$ cat config.mk
export PLATFORM = sky130hd
export DESIGN_NAME = inst_loader
export DESIGN_NICKNAME = d
export VERILOG_FILES = /design/src/rtl/inst_loader_pkg.sv /design/src/rtl/inst_word_packer.sv /design/src/rtl/inst_loader.sv
export SDC_FILE = /design/constraint.sdc
export NUM_CORES = 1
export LEC_CHECK = 0
export ABC_AREA = 1
export CAP_MARGIN = 30
export CORE_MARGIN = 5
export CORE_UTILIZATION = 29
export DETAILED_ROUTE_END_ITERATION = 12
export DONT_BUFFER_PORTS = 1
export SYNTH_ARGS = -nofsm -noshare
export SYNTH_HDL_FRONTEND = slang
export SYNTH_HIERARCHICAL = 1
export SYNTH_SLANG_ARGS = --single-unit
$ cat constraint.sdc
create_clock -name clk_i -period 2 [get_ports clk_i]
set_input_delay 0.2 -clock clk_i [delete_from_list [all_inputs] [get_ports clk_i]]
set_output_delay 0.2 -clock clk_i [all_outputs]
set_load 0.005 [all_outputs]
$ cat src/rtl/inst_loader_pkg.sv
// Shared widths, loader state encoding and the load-length clamp helper.
// Imported by the loader top and its word packer.
package inst_loader_pkg;

    localparam int ADDR_LEN   = 32;
    localparam int INSTR_LEN  = 32;
    localparam int LD_CNT_LEN = 9;

    typedef enum logic [1:0] {
        LD_RUN   = 2'd0,
        LD_RECV  = 2'd1,
        LD_WRITE = 2'd2,
        LD_DONE  = 2'd3
    } ld_state_t;

    function automatic logic [LD_CNT_LEN-1:0] clamp_len(
        input logic [LD_CNT_LEN-1:0] len,
        input logic [LD_CNT_LEN-1:0] max_len
    );
        return (len > max_len) ? max_len : len;
    endfunction

endpackage

$ cat src/rtl/inst_word_packer.sv
// Packs a byte stream MSB-first into 32-bit words; full flags the 4th accepted byte.
// Single-cycle shift, no backpressure of its own (the caller gates shift).
module inst_word_packer
    import inst_loader_pkg::*;
(
    input  logic                 clk_i,
    input  logic                 rst_i,
    input  logic                 clr_i,
    input  logic                 shift_i,
    input  logic [7:0]           byte_in_i,
    output logic [INSTR_LEN-1:0] word_out_o,
    output logic                 full_o
);

    logic [INSTR_LEN-1:0] word_q, word_d;
    logic [1:0]           cnt_q, cnt_d;

    always_comb begin
        word_d = word_q;
        cnt_d  = cnt_q;
        if (clr_i) begin
            cnt_d = 2'd0;
        end else if (shift_i) begin
            word_d = {word_q[INSTR_LEN-9:0], byte_in_i};
            cnt_d  = cnt_q + 2'd1;
        end
    end

    always_ff @(posedge clk_i) begin
        if (rst_i) begin
            word_q <= '0;
            cnt_q  <= 2'd0;
        end else begin
            word_q <= word_d;
            cnt_q  <= cnt_d;
        end
    end

    // The counter wraps to 0 on the 4th byte, so the next word starts clean.
    assign full_o     = shift_i && !clr_i && (cnt_q == 2'd3);
    assign word_out_o = word_q;

endmodule

$ cat src/rtl/inst_loader.sv
// Program-load controller: streams bytes into instruction memory words 0..N-1,
// stalls the CPU meanwhile and requests a PC reset when the load completes.
module inst_loader
    import inst_loader_pkg::*;
#(
    parameter int DEPTH = 256
) (
    input  logic                  clk_i,
    input  logic                  rst_i,
    input  logic                  load_start_i,
    input  logic [LD_CNT_LEN-1:0] load_len_i,
    input  logic                  rx_valid_i,
    input  logic [7:0]            rx_data_i,
    output logic                  rx_ready_o,
    input  logic [ADDR_LEN-1:0]   cpu_addr_i,
    output logic [ADDR_LEN-1:0]   imem_addr_o,
    output logic                  imem_we_o,
    output logic [INSTR_LEN-1:0]  imem_wdata_o,
    output logic                  cpu_stall_o,
    output logic                  cpu_rst_req_o,
    output logic                  busy_o,
    output logic                  done_o,
    output logic [LD_CNT_LEN-1:0] word_cnt_o
);

    localparam logic [LD_CNT_LEN-1:0] MAX_LEN = LD_CNT_LEN'(DEPTH);

    ld_state_t             state_q, state_d;
    logic [LD_CNT_LEN-1:0] word_cnt_q, word_cnt_d;
    logic [LD_CNT_LEN-1:0] len_q, len_d;
    logic                  zero_done_q, zero_done_d;
    logic                  pk_clr, pk_shift, pk_full;
    logic [INSTR_LEN-1:0]  pk_word;

    assign pk_shift = rx_valid_i && (state_q == LD_RECV);

    inst_word_packer u_packer (
        .clk_i      (clk_i),
        .rst_i      (rst_i),
        .clr_i      (pk_clr),
        .shift_i    (pk_shift),
        .byte_in_i  (rx_data_i),
        .word_out_o (pk_word),
        .full_o     (pk_full)
    );

    always_comb begin
        state_d       = state_q;
        word_cnt_d    = word_cnt_q;
        len_d         = len_q;
        zero_done_d   = 1'b0;
        pk_clr        = 1'b0;
        imem_addr_o   = cpu_addr_i;
        imem_we_o     = 1'b0;
        rx_ready_o    = 1'b0;
        cpu_stall_o   = 1'b0;
        cpu_rst_req_o = 1'b0;
        busy_o        = 1'b0;
        done_o        = zero_done_q;
        unique case (state_q)
            LD_RUN: begin
                if (load_start_i) begin
                    word_cnt_d = '0;
                    if (load_len_i != '0) begin
                        len_d   = clamp_len(load_len_i, MAX_LEN);
                        pk_clr  = 1'b1;
                        state_d = LD_RECV;
                    end else begin
                        // Empty load: report completion but leave the CPU running.
                        zero_done_d = 1'b1;
                    end
                end
            end
            LD_RECV: begin
                rx_ready_o  = 1'b1;
                cpu_stall_o = 1'b1;
                busy_o      = 1'b1;
                if (pk_full) begin
                    state_d = LD_WRITE;
                end
            end
            LD_WRITE: begin
                cpu_stall_o = 1'b1;
                busy_o      = 1'b1;
                imem_we_o   = 1'b1;
                imem_addr_o = ADDR_LEN'({word_cnt_q[7:0], 2'b00});
                word_cnt_d  = word_cnt_q + 1'b1;
                state_d     = (word_cnt_d == len_q) ? LD_DONE : LD_RECV;
            end
            LD_DONE: begin
                cpu_stall_o   = 1'b1;
                busy_o        = 1'b1;
                cpu_rst_req_o = 1'b1;
                done_o        = 1'b1;
                state_d       = LD_RUN;
            end
            default: state_d = LD_RUN;
        endcase
    end

    always_ff @(posedge clk_i) begin
        if (rst_i) begin
            state_q     <= LD_RUN;
            word_cnt_q  <= '0;
            len_q       <= '0;
            zero_done_q <= 1'b0;
        end else begin
            state_q     <= state_d;
            word_cnt_q  <= word_cnt_d;
            len_q       <= len_d;
            zero_done_q <= zero_done_d;
        end
    end

    assign imem_wdata_o = pk_word;
    assign word_cnt_o   = word_cnt_q;

endmodule

==> impl_metrics.csv <==
group,metric,value,unit
placement,placement.io_buffers,0,
synth,synth_seq_area_share,0.3694,
routing,post-route-drc-count,0,
cells_and_area,num-fill-cells,1156,
worst_setup_path,critical_path.startpoint_type,"flop",
worst_setup_path,critical_path.cell_chain,"inv_1 -> nor2_4 -> inv_1 -> o21ai_0",
placement,gp_congestion,0.8275,
cells_and_area,layout.cells.most_common,"sky130_fd_sc_hd__nor2_1",
floorplan,start_util,0.2926,
floorplan,top_level_ports,132,
synth,synthesis.yosys.warnings,6,
synth,syn-mean-instance-area,6.132,um^2
sta,max_clock_freq,564.6,MHz
cells_and_area,finalInstanceArea,3216,um^2
floorplan,die-height,111.4,um
routing,sum_of_met2_wire_segment_lengths_after_detailed_routing,3902,um
routing,detail_route.wirelength,7801,um
worst_setup_path,required,1800,ps
clock_network,maximum_level_of_the_cts_h_tree,2,
worst_setup_path,data_arrival_time_of_the_critical_path,1570,ps
routing,highest_layer,"met4",
clock_network,clk-insertion-delay-late,320,ps
synth,synth.distinct_cells,26,
routing,detail_route.wl_per_cell,12.60,um
routing,dr.pass1.iters,4,
sta,setup_viol,0,
synth,yosys_register_bits,55,
floorplan,core_area,10180,um^2
synth,mappedNetlistArea,2980,um^2
worst_setup_path,setup_cp_type,"reg -> out",
power,vdd.ir_drop.worst,0.0002594,V
cells_and_area,drive_gt1_frac,0.06625,
worst_setup_path,worst_setup_path_end_kind,"output pin",
worst_setup_path,crit_fanout,14,
routing,drt-vias-per-instance,4.425,
cells_and_area,fin_nets,537,
power,p_per_area,721.9,nW/um^2
cells_and_area,num_antenna_cells,0,
synth,cells_after_synth,486,
clock_network,path_clk_slew,100,ps
clock_network,cts.root.buffer_cell,"sky130_fd_sc_hd__clkbuf_8",
synth,synth.net_count,541,
sta,fin_tns_setup,0,ps
global_routing,grt_overflow,0,
floorplan,placement_rows,37,
global_routing,grt_max_degree,35,
routing,route.vias.total,2739,
routing,drt-met1-wl,3440,um
floorplan,dieWidth,111.4,um
outcome,run_status,"completed",
sta,setup_repair_after_global_routing_missed_its_margin,"false",
sta,tightest_slew,780.6,ps
global_routing,grt_first_pass_wirelength,12300,um
power,power.leakage,1.428,nW
cells_and_area,syn2layout_area_growth,7.892,%
clock_network,cts-buffers-inserted,5,
routing,final_antenna_violating_net_count,0,
cells_and_area,final_cell_mix,"108 x sky130_fd_sc_hd__nor2_1, 97 x sky130_fd_sc_hd__nand2_1, 89 x sky130_fd_sc_hd__inv_1",
worst_hold_path,worst_hold_path_type,"in -> reg",
sta,final_critical_period,1771,ps
run,cap_viol_max_count,0,
sta,max_slew_violation_count,0,
clock_network,ctsLongestPathBuffers,2,
global_routing,first_global_vias,2478,
worst_setup_path,timing.critical_path.slowest_cell_delay,410,ps
routing,met3WireLength,327,um
floorplan,die-area,12400,um^2
sta,finalCritPeriodShare,0.8856,
placement,instance_area_at_placement,3100,um^2
clock_network,clkSinkCount,55,
routing,detail_route.iter0.violations,166,
global_routing,total_global_route_track_usage,0.1194,
worst_setup_path,slowest_cell_on_crit_path,"sky130_fd_sc_hd__dfxtp_1",
clock_network,tritoncts,"done",
placement,post-dp-hpwl,5761,um
sta,max-slew-margin-rel,0.4779,
worst_setup_path,crit_path_frequent_cell,"sky130_fd_sc_hd__inv_1",
global_routing,initial_antenna_violation_count,0,
sta,finalClockSkew,5.506,ps
sta,timing_hold_violations_final,0,
[synth_stat cells]
cell type,number,share of area
sky130_fd_sc_hd__buf_2,9,0.015
sky130_fd_sc_hd__nor2_2,3,0.0063
sky130_fd_sc_hd__nor3_1,1,0.0017
sky130_fd_sc_hd__nand2_2,3,0.0063
sky130_fd_sc_hd__dfxtp_1,55,0.37
sky130_fd_sc_hd__a211oi_1,7,0.018
sky130_fd_sc_hd__nand2_1,97,0.12
sky130_fd_sc_hd__nor2_4,2,0.0076
sky130_fd_sc_hd__inv_2,3,0.0038
sky130_fd_sc_hd__inv_1,89,0.11
sky130_fd_sc_hd__buf_6,4,0.015
sky130_fd_sc_hd__clkbuf_1,6,0.0076
sky130_fd_sc_hd__a21oi_1,20,0.034
sky130_fd_sc_hd__ha_1,2,0.0084
sky130_fd_sc_hd__o21ai_0,7,0.012
sky130_fd_sc_hd__nor2_1,110,0.14
sky130_fd_sc_hd__o21ai_1,1,0.0017
sky130_fd_sc_hd__or2_2,1,0.0021
sky130_fd_sc_hd__nand3_1,56,0.094
sky130_fd_sc_hd__nand4_1,1,0.0021
sky130_fd_sc_hd__and2_1,1,0.0021
sky130_fd_sc_hd__and2_2,1,0.0025
sky130_fd_sc_hd__a21oi_2,1,0.0029
sky130_fd_sc_hd__buf_4,3,0.0076
sky130_fd_sc_hd__xnor2_1,2,0.0059
sky130_fd_sc_hd__and3_1,1,0.0021
[cells by family (layout without fill, tap and decap cells)]
group | count (synthesis) | after routing | synth area share
simple gates | 277 | 277 | 0.3875
buf+inv | 114 | 111 | 0.1612
flops | 55 | 55 | 0.3694
compound gates | 36 | 36 | 0.06759
fa+ha+maj | 2 | 2 | 0.008395
xor+xnor | 2 | 2 | 0.005878
[worst max-delay path, delay by kind of cell (launching register included)]
kind                   cells  cell delay [ps]
AOI/OAI and AO/OA          1              270
buffers and inverters      2              330
DFF                        1              410
and+or+nand+nor            1              240
[flip-flops by register name (all words and copies together) (netlist names)]
name / flops
u_packer/word_out_o: 32
len_q: 9
zero_done_q: 1
word_cnt_o: 9
u_packer/cnt_q: 2
state_q: 2
[stage by stage]
| step | power (W) | utilization | setup slack [ps] | std cells | hold WS (ps) |
|---|---|---|---|---|---|
| after CTS | 0.002360 | 0.3152 | 37.54 | 619 | 8.122 |
| after detailed placement | 0.001703 | 0.3044 | 397.1 | 609 | 274.8 |
| after floorplan | 0.001617 | - | 362.3 | 486 | 347.5 |
| after global routing | 0.002478 | 0.3157 | 46.67 | 619 | 24.56 |
| after global placement | 0.001695 | 0.3044 | 415.7 | 609 | 274.3 |
| final | 0.002321 | 0.3157 | 228.7 | 619 | 29.16 |
[report_power, final]
part / internal (W) / leakage, nW / total (W) / switching [W]
Sequential: 0.00117 / 0.448 / 0.00123 / 0.0000667
Combinational: 0.000155 / 0.934 / 0.000450 / 0.000295
Clock: 0.000253 / 0.0454 / 0.000637 / 0.000384
[worst paths after layout]
| check | start | to | slack [ps] | cells after the start |
|---|---|---|---|---|
| max | state_q[1]$_SDFFE_PP0P_ | imem_addr_o[4] | 230 | 4 |
| max reg2reg | state_q[0]$_SDFFE_PP0P_ | u_packer/word_out_o[13]$_SDFFE_PP0P_ | 330 | 10 |
| min | load_start_i | zero_done_q$_SDFF_PP0_ | 30 | 2 |
| min reg2reg | u_packer/cnt_q[1]$_SDFFE_PP0P_ | u_packer/cnt_q[1]$_SDFFE_PP0P_ | 470 | 2 |
[layout make-up]
cell class	instances	area [um^2]	share of cell area
inverter	92	345.3	0.1074
clock inverter	2	17.52	0.005447
sequential	55	1101	0.3424
timing repair buffer	11	100.1	0.03113
multi-input combinational	317	1409	0.4381
clock buffer	6	72.57	0.02257
tap	136	170.2	0.05292
[routing by layer]
metal  up-vias  global-route usage
met5         -                   0
met4         0             0.04785
met3         9             0.02500
met2        54              0.1974
met1      1227              0.1520
li1       1449                   -
[what timing repair did]
action / 4_1_cts / 5_1_grt
hold endpoints to repair: 19 / 0
gates resized for setup: 0 / 1
endpoints found under the setup margin: 0 / 8
hold buffers: 2 / 0
buffers inserted: 0 / 0
Note: power is estimated with default switching activity, not from simulation.
